## src/rtl/nic_interface.sv

```systemverilog
`default_nettype none
// ============================================================================
// Module   : nic_interface
// Purpose  : Processor-side NIC between a processing element and the PE port
//            of the ring router. One single-entry output channel buffer
//            (processor -> router) and one single-entry input channel buffer
//            (router -> processor), each with a full flag, reached through a
//            2-bit register address space. Injection is gated by the ring's
//            even/odd polarity so each packet enters on the virtual channel
//            encoded in its header bit VC_BIT.
//
// Ports    : clk          - clock, all state updates on posedge
//            reset        - synchronous, active-low reset
//            addr         - processor register address
//                           (00 in buf, 01 in status, 10 out buf, 11 out status)
//            d_in         - processor write data
//            d_out        - processor read data (registered, 1-cycle latency)
//            nicEn        - processor access enable
//            nicWrEn      - 1 = write, 0 = read
//            net_polarity - router polarity (0 even, 1 odd)
//            net_so       - send strobe to router PE input
//            net_ro       - router PE input ready
//            net_do       - packet to router
//            net_si       - send strobe from router PE output
//            net_ri       - ready to router PE output
//            net_di       - packet from router
//
// Revision : 1.0 - initial release
// ============================================================================
module nic_interface #(
    parameter int DATA_W = 64,
    parameter int VC_BIT = 31
) (
    input  logic              clk,
    input  logic              reset,
    input  logic [1:0]        addr,
    input  logic [DATA_W-1:0] d_in,
    output logic [DATA_W-1:0] d_out,
    input  logic              nicEn,
    input  logic              nicWrEn,
    input  logic              net_polarity,
    output logic              net_so,
    input  logic              net_ro,
    output logic [DATA_W-1:0] net_do,
    input  logic              net_si,
    output logic              net_ri,
    input  logic [DATA_W-1:0] net_di
);

    localparam logic [1:0] c_ADDR_IN_BUF   = 2'b00;
    localparam logic [1:0] c_ADDR_IN_STAT  = 2'b01;
    localparam logic [1:0] c_ADDR_OUT_BUF  = 2'b10;
    localparam logic [1:0] c_ADDR_OUT_STAT = 2'b11;

    logic [DATA_W-1:0] r_out_buf;
    logic              r_out_full;
    logic [DATA_W-1:0] r_in_buf;
    logic              r_in_full;
    logic [DATA_W-1:0] r_d_out;

    logic              w_inject;
    logic              w_accept;
    logic              w_proc_wr;
    logic              w_proc_rd;
    logic [DATA_W-1:0] w_rd_data;

    // A packet only leaves on the ring phase that matches its VC bit, so the
    // router sees it on the intended virtual channel.
    assign w_inject  = reset & r_out_full & net_ro &
                       (net_polarity == r_out_buf[VC_BIT]);
    assign net_ri    = reset & ~r_in_full;
    assign w_accept  = net_si & net_ri;
    assign w_proc_wr = nicEn & nicWrEn;
    assign w_proc_rd = nicEn & ~nicWrEn;

    assign net_so = w_inject;
    assign net_do = r_out_buf;
    assign d_out  = r_d_out;

    always_comb begin
        w_rd_data = '0;
        case (addr)
            c_ADDR_IN_BUF:   w_rd_data = r_in_buf;
            c_ADDR_IN_STAT:  w_rd_data = {{(DATA_W-1){1'b0}}, r_in_full};
            c_ADDR_OUT_BUF:  w_rd_data = '0;
            c_ADDR_OUT_STAT: w_rd_data = {{(DATA_W-1){1'b0}}, r_out_full};
            default:         w_rd_data = '0;
        endcase
    end

    always_ff @(posedge clk) begin
        if (!reset) begin
            r_out_buf  <= '0;
            r_out_full <= 1'b0;
            r_in_buf   <= '0;
            r_in_full  <= 1'b0;
            r_d_out    <= '0;
        end else begin
            // Output side: a write landing on the injection edge still sees
            // the buffer full and is dropped; software polls status to retry.
            if (w_inject) begin
                r_out_full <= 1'b0;
            end else if (w_proc_wr && (addr == c_ADDR_OUT_BUF) && !r_out_full) begin
                r_out_buf  <= d_in;
                r_out_full <= 1'b1;
            end

            // Input side: arrival and consume are mutually exclusive because
            // net_ri is low whenever the buffer is full.
            if (w_accept) begin
                r_in_buf  <= net_di;
                r_in_full <= 1'b1;
            end else if (w_proc_rd && (addr == c_ADDR_IN_BUF) && r_in_full) begin
                r_in_full <= 1'b0;
            end

            r_d_out <= w_proc_rd ? w_rd_data : '0;
        end
    end

endmodule
`default_nettype wire

```

## config.mk

```make
export PLATFORM = sky130hd
export DESIGN_NAME = nic_interface
export DESIGN_NICKNAME = d
export VERILOG_FILES = /design/src/rtl/nic_interface.sv
export SDC_FILE = /design/constraint.sdc
export NUM_CORES = 1
export LEC_CHECK = 0
export CAP_MARGIN = 20
export CORE_MARGIN = 5
export CORE_UTILIZATION = 47
export CTS_BUF_LIST = sky130_fd_sc_hd__clkbuf_4 sky130_fd_sc_hd__clkbuf_8
export CTS_CLUSTER_DIAMETER = 100
export DETAILED_ROUTE_END_ITERATION = 10
export PLACE_DENSITY_LB_ADDON = 0.3
export REMOVE_ABC_BUFFERS = 1
export SYNTH_ARGS = -nofsm -noshare
export SYNTH_HDL_FRONTEND = slang
export SYNTH_SLANG_ARGS = --single-unit
```

## constraint.sdc

```tcl
create_clock -name clk -period 2.7 [get_ports clk]
set_clock_uncertainty 0.2 [all_clocks]
set_input_delay 0.27 -clock clk [delete_from_list [all_inputs] [get_ports clk]]
set_output_delay 0.27 -clock clk [all_outputs]
set_load 0.01 [all_outputs]
```

== Yosys cells after proc, flatten, opt, wreduce, memory -nomap -nowiden ==
Cells that the tools add are included.
Widths: inputs -> output; s select.

* Equality and inequality tests: 4
* Muxes and demuxes: 3
* Bitwise logic cells: 11
* Reductions and logical operators: 10

{| class="wikitable"
|+ Operators with widths
! operator !! number
|-
| $pmux 64 s4 || 1
|-
| $and 1x1->1 || 7
|-
| $eq 2x2->1 const B || 2
|-
| $logic_and 1x1->1 || 4
|-
| $not 1->1 || 4
|-
| $reduce_and 2->1 || 2
|-
| $eq 2x1->1 const B || 1
|-
| $logic_not 2->1 || 1
|-
| $mux 1 || 2
|-
| $reduce_bool 2->1 || 1
|-
| $reduce_or 2->1 || 1
|-
| $eq 1x1->1 || 1
|-
| $logic_not 1->1 || 1
|}

* Bits in registers: 194
* Input port bits: 137
* Output and inout bits: 130
* Word-level logic and storage cells: 33

== Longest topological paths before layout ==
Gate-level depths: netlist (run 1).

* Depth in word-level cells: 6
* Gate-level depth with buffers: 7

== Least setup slack after synthesis (run 1) ==
OpenSTA, ideal clock, no wires.

* Kind: in2out
* Start: input port reset
* End: output port net_ri
* Arrival time: 1.097 ns
* Data required time: 2.230 ns
* Path slack: 1.133 ns
* Stages on the path: 4
* Path buffers: 3
* Cells stage by stage: buf_2 -> buf_2 -> buf_1 -> nor2b_1

* Word-level cells in the longest chain between the ends: 1

{| class="wikitable"
|+ RTL lines
! what !! RTL line !! RTL
|-
| start: declaration || 35 || <nowiki>input logic reset,</nowiki>
|-
| $and 1x1->1 || 71 || <nowiki>assign net_ri = reset & ~r_in_full;</nowiki>
|-
| end: declaration || 46 || <nowiki>output logic net_ri,</nowiki>
|}

No other way between the ends.

== Final worst setup path (run 1) ==
* Start: input port reset
* End: output port net_so

* Word-level cells in the longest chain between the ends: 3

{| class="wikitable"
|+ RTL lines
! what !! RTL line !! RTL
|-
| $and 1x1->1 (3 in a row) || 69 || <nowiki>assign w_inject = reset & r_out_full & net_ro &</nowiki>
|-
| end: declaration || 42 || <nowiki>output logic net_so,</nowiki>
|}

No other way between the ends.

==> results.md, run 1 <==
* Minimum clock period at 2.46 ns
* Power after layout at between 5000 and 6000 uW
* CTS clk-pin slew, worst paths at 0.10 ns
* Worst hold slack at roughly 0.16 ns
* Final Util at 0.693
* Chip Height at approximately 130 um
* WS Path Type: in2out
* CTS tree: built
* Pwr Density at about 530 nW/um2
* Port bufs at roughly 270
* Residual DRC at 0
* Worst Path Required at around 2.2 ns
* Crit Path Max Fanout at slightly above 50
* Pre-antenna DRT Iters at 5
* CTS sink cnt at approximately 190
* Synth Register Bits at just under 200
* Gpl congestion at 0.757
* Post-synthesis sequential area ratio at 0.559
* Worst setup SP type: input port
* Final period util at 0.910
* Setup ws final at about 0.24 ns
* Largest net degree at the start of global routing at 149
* H-tree lvl count at 4
* Mean Syn Cell Area at a little under 10 um2
* Rel. slew slack at 0.592
* Routed Antenna Nets at 0
* Post-Layout Cell Count at around 1,100
* Aggregate global-route resource usage at 0.192
* I/O pins at 267
* Fmax at around 0.41 GHz
* Starting Density at 0.478
* Worst Setup End Kind: output port
* Area delta synth->final at 44.9%
* FILL cells at 1,166
* Number of DRC markers in iteration 0 at 312
* Number of diodes at 0
* Ys Warns at 0
* Worst path arrival time at 1.99 ns
* Setup violations, final at 0
* RSZ-0062 raised after global routing: no
* Num CTS Buffers at 17
* Nets at ~1,100
* Vias in the first global route at about 5,100
* Register area at roughly 3900 um2
* # rows at 44
* First-pass GRT wire length at between 20 and 30 mm
* Multi-input gate area at 2740 um2
* Vias at approximately 5,400
* Vias per cell at 4.68
* Layout cell share with drive strength beyond 1 at 0.112
* Status: finished clean
* Clock buffer depth at 2
* Initial antenna violation count at 0
* Placed cell count at 1,116
* GRT overflow at 0
* Synth Instances at approximately 710
* Hold crit path type: in2reg
* Post-CTS setup repair buffer count at 0
* Die area at 17,300 um2
* Wirelength, routed at ~17 mm
* Core area at between 10,000 and 15,000 um2
* Netlist cell types at 22
* Clk_lat worst skew at between 0.4 and 0.5 ns
* Leak at about 0.0035 uW
* Max Cap Viol at 0
* Hold Vio Cnt, Final at 0
* Post-Synthesis Cell Area at approximately 7000 um2
* Place WS at about 0.47 ns
* Worst vdd rail ir drop at around 0.37 mV
* DP Wirelength at 12.4 mm
* Per-cell routed wire length at approximately 15 um
* Die X at between 100 and 150 um
* Worst Max-Slew Pin Slew at a little over 0.6 ns
* Root Buffer: clkbuf_8
* Final count of pins violating max slew at 0
## stage by stage
step	instance area [um2]	TNS, ns
floorplan	6610	-166.63
global placement	9680	0
detailed placement	9680	0
CTS	10100	0
global route	10100	0
finish	10100	0
## sequential cells by signal (all words and copies together), names as in the netlist
register / flops
d_out: 64
net_do: 64
r_in_buf: 64
r_in_full: 1
r_out_full: 1
## power by group
group | internal (uW) | switching (uW)
logic | 298 | 238
clock network | 782 | 988
registers | 2950 | 29.9
total | 4030 | 1260
## synthesized netlist by cell type
cell type,count,area [um2]
nand2_1,256,961
and3b_1,1,8.76
buf_6,1,11.3
o221a_2,1,11.3
nor2b_1,2,12.5
buf_2,13,65.1
mux2i_1,65,651
clkbuf_1,15,56.3
a22oi_1,1,7.51
or4b_4,1,13.8
nand4b_1,1,8.76
nor2_4,60,676
nor2_1,6,22.5
nand3_1,1,5.00
buf_4,8,60.1
xor2_1,1,8.76
buf_12,6,120
buf_1,7,26.3
nor4bb_1,1,10.0
o21ai_0,64,320
dfxtp_1,194,3880
mux2_2,1,11.3
## cell type report
| type | count | area share |
|---|---|---|
| sequential | 194 | 0.386 |
| clock inverter | 9 | 0.00708 |
| timing repair buffer | 277 | 0.282 |
| tap | 184 | 0.0229 |
| clock buffer | 23 | 0.0308 |
| multi-input combinational | 462 | 0.272 |
## logic make-up (layout without fill, tap and decap cells)
kind of cell	after synthesis	count (layout)	share of synthesized area
muxes	66	66	0.0952
AOI/OAI and AO/OA	66	66	0.0488
buffers and inverters	50	309	0.0488
DFF	194	194	0.559
and+or+nand+nor	329	329	0.247
xor gates and xnor gates	1	1	0.00126
## layout by cell type, fill, tap and decap left out, drive strengths merged, types with 2 or more instances in the layout
master / netlist / routed
buf: 35 / 11
dfxtp: 194 / 194
clkinvlp: 0 / 3
clkbuf: 15 / 23
nor2: 66 / 66
nand2: 256 / 256
o21ai: 64 / 64
clkinv: 0 / 3
inv: 0 / 3
clkdlybuf4s50: 0 / 265
nor2b: 2 / 2
mux2i: 65 / 65
## final timing paths
path                             startpoint           end  slack, ns  depth (start not counted)
worst max-delay path                  reset        net_so       0.24                          5
worst min-delay path               d_in[38]    net_do[38]       0.16                          3
worst max register to register    r_in_full  r_in_buf[19]       1.07                          3
worst min register to register  r_in_buf[1]      d_out[1]       0.24                          2
## worst max-delay path, cell delays in order
cell and delay [ns]:
dlygate4sd3_1 0.56, buf_6 0.33, nand3_1 0.15, nor2_1 0.11, clkdlybuf4s50_1 0.55
## routing by layer
metal	global-route usage	wire length, um	vias to the layer above
li1	-	-	2741
met1	0.233	7270	2447
met2	0.312	7980	181
met3	0.0810	1590	14
met4	0.0566	202	0
met5	0	0	-
## timing repair
| action | 4_1_cts | 5_1_grt |
|---|---|---|
| gates resized for setup | 0 | 0 |
| hold buffers | 1 | 0 |
| hold endpoints to repair | 22 | 0 |
Note: power is estimated with default switching activity, not from simulation.
==> run 2: changes to the inputs <==
--- a/config.mk
+++ b/config.mk
@@ -5,6 +5,7 @@
 export SDC_FILE = /design/constraint.sdc
 export NUM_CORES = 1
 export LEC_CHECK = 0
+export ABC_CLOCK_PERIOD_IN_PS = 2700
 export CAP_MARGIN = 20
 export CORE_MARGIN = 5
 export CORE_UTILIZATION = 47
==> results of run 2 <==
Final layout, timing and power as in run 1 (identical DEF).
==> run 3: changes to the inputs <==
--- a/config.mk
+++ b/config.mk
@@ -8,10 +8,11 @@
 export ABC_CLOCK_PERIOD_IN_PS = 2700
 export CAP_MARGIN = 20
 export CORE_MARGIN = 5
-export CORE_UTILIZATION = 47
+export CORE_UTILIZATION = 49
 export CTS_BUF_LIST = sky130_fd_sc_hd__clkbuf_4 sky130_fd_sc_hd__clkbuf_8
 export CTS_CLUSTER_DIAMETER = 100
 export DETAILED_ROUTE_END_ITERATION = 10
+export MAX_ROUTING_LAYER = met4
 export PLACE_DENSITY_LB_ADDON = 0.3
 export REMOVE_ABC_BUFFERS = 1
 export SYNTH_ARGS = -nofsm -noshare
==> results.md, run 3 (synthesis results as in run 1) <==
* Core area at 13,900 um2
* Largest net degree at the start of global routing at about 170
* Power after layout at approximately 5600 uW
* CTS clk-pin slew, worst paths at approximately 0.10 ns
* Number of DRC markers in iteration 0 at approximately 230
* Pre-antenna DRT Iters at 6
* Layout cell share with drive strength beyond 1 at 0.114
* Chip Height at 129 um
* Num CTS Buffers at 17
* Leak at about 0.0035 uW
* Worst path arrival time at 1.85 ns
* Rel. slew slack at 0.537
* Gpl congestion at 0.772
* Residual DRC at 0
* GRT overflow at 0
* Post_cts resized at 0
* Vias per cell at roughly 4.7
* Fmax at ~0.43 GHz
* FILL cells at just under 1,000
* H-tree lvl count at 4
* Clock buffer depth at 2
* Clk_lat worst skew at roughly 0.45 ns
* WS Path Type: in2out
* Hold crit path type: in2reg
* Most common cell after layout, fill and taps aside: clkdlybuf4s50_1
* Starting Density at 0.501
* Post-Layout Cell Count at 1,147
* Number of diodes at 0
* CTS tree: built
* Final period util at 0.859
* Root Buffer: clkbuf_8
* First-pass GRT wire length at ~27 mm
* Minimum clock period at 2.32 ns
* Aggregate global-route resource usage at 0.212
* Worst setup SP type: input port
* Die area at around 17,000 um2
* Per-cell routed wire length at about 15 um
* Most frequent cells in the layout: 265 x clkdlybuf4s50_1, 256 x nand2_1, 194 x dfxtp_1, 65 x mux2i_1, 64 x o21ai_0
* Nets at between 1,000 and 1,500
* Wirelength, routed at roughly 17 mm
* Worst vdd rail ir drop at between 0.4 and 0.5 mV
* I/O pins at approximately 270
* Port bufs at between 200 and 300
* Vias in the first global route at 5,336
* Pwr Density at 551 nW/um2
* CTS sink cnt at between 150 and 200
* Worst Setup End Kind: output port
* Status: finished clean
* Worst Max-Slew Pin Slew at around 0.69 ns
* Setup ws final at approximately 0.38 ns
* Place WS at 0.455 ns
* Placed cell count at around 1,100
* Setup violations, final at 0
* Post-CTS setup repair buffer count at 0
* Vias at 5,386
* RSZ-0062 raised after global routing: no
* Crit Path Max Fanout at 29
* Final Util at 0.732
* # rows at 43
* Hold Vio Cnt, Final at 0
* Area delta synth->final at 46.3%
* Max Cap Viol at 0
* Worst Path Required at 2.23 ns
* Final count of pins violating max slew at 0
* Hold-fix buffers, CTS at 1
* DP Wirelength at around 13 mm
* Initial antenna violation count at 0
* Die X at 129 um
* Routed Antenna Nets at 0
## run 3: cell types whose count changed in the layout (fill, tap and decap cells not counted), sizes merged
| cell | before | now |
|---|---|---|
| buf | 11 | 13 |
| clkbuf | 23 | 19 |
| clkinv | 3 | 2 |
| inv | 3 | 5 |
| clkinvlp | 3 | 2 |
| bufinv | 0 | 4 |
## run 3: routing by layer
| metal | global-route usage | part of all wire |
|---|---|---|
| met3 | 0.0829 | 0.10 |
| met1 | 0.238 | 0.41 |
| met4 | 0.0679 | 0.013 |
| met2 | 0.348 | 0.47 |
| met5 | - | 0 |
## run 3: path summary, 6_finish.rpt
check / startpoint / cells after the start / slack (ns) / endpoint
setup / recovery: reset / 5 / 0.38 / net_so
hold / removal: net_di[40] / 3 / 0.17 / r_in_buf[40]
setup reg to reg: r_in_full / 3 / 1.09 / r_in_buf[17]
hold reg to reg: r_in_buf[1] / 2 / 0.25 / d_out[1]
## run 3: layout make-up
type,count,area [um2],share of cell area
clock buffer,19,255,0.0251
clock inverter,13,199,0.0196
multi-input combinational,462,2740,0.269
sequential,194,3880,0.382
tap,180,225,0.0222
timing repair buffer,279,2860,0.282
## run 3: where the power goes
group / switching [uW] / internal [uW]
Sequential: 30.9 / 2950
Clock: 1010 / 1070
Combinational: 240 / 298
## run 3: through the flow
step	area, um2	hold WS, ns	TNS (ns)
after detailed placement	9700	0.236	0
after floorplan	6610	0.146	-166.63
after global placement	9700	0.230	0
after CTS	10200	0.133	0
after global routing	10200	0.147	0
final	10200	0.166	0
## run 3: critical path, stage by stage
cell,delay (ns)
dlygate4sd3_1,0.54
buf_6,0.24
nand3_1,0.13
nor2_1,0.10
clkdlybuf4s50_1,0.55
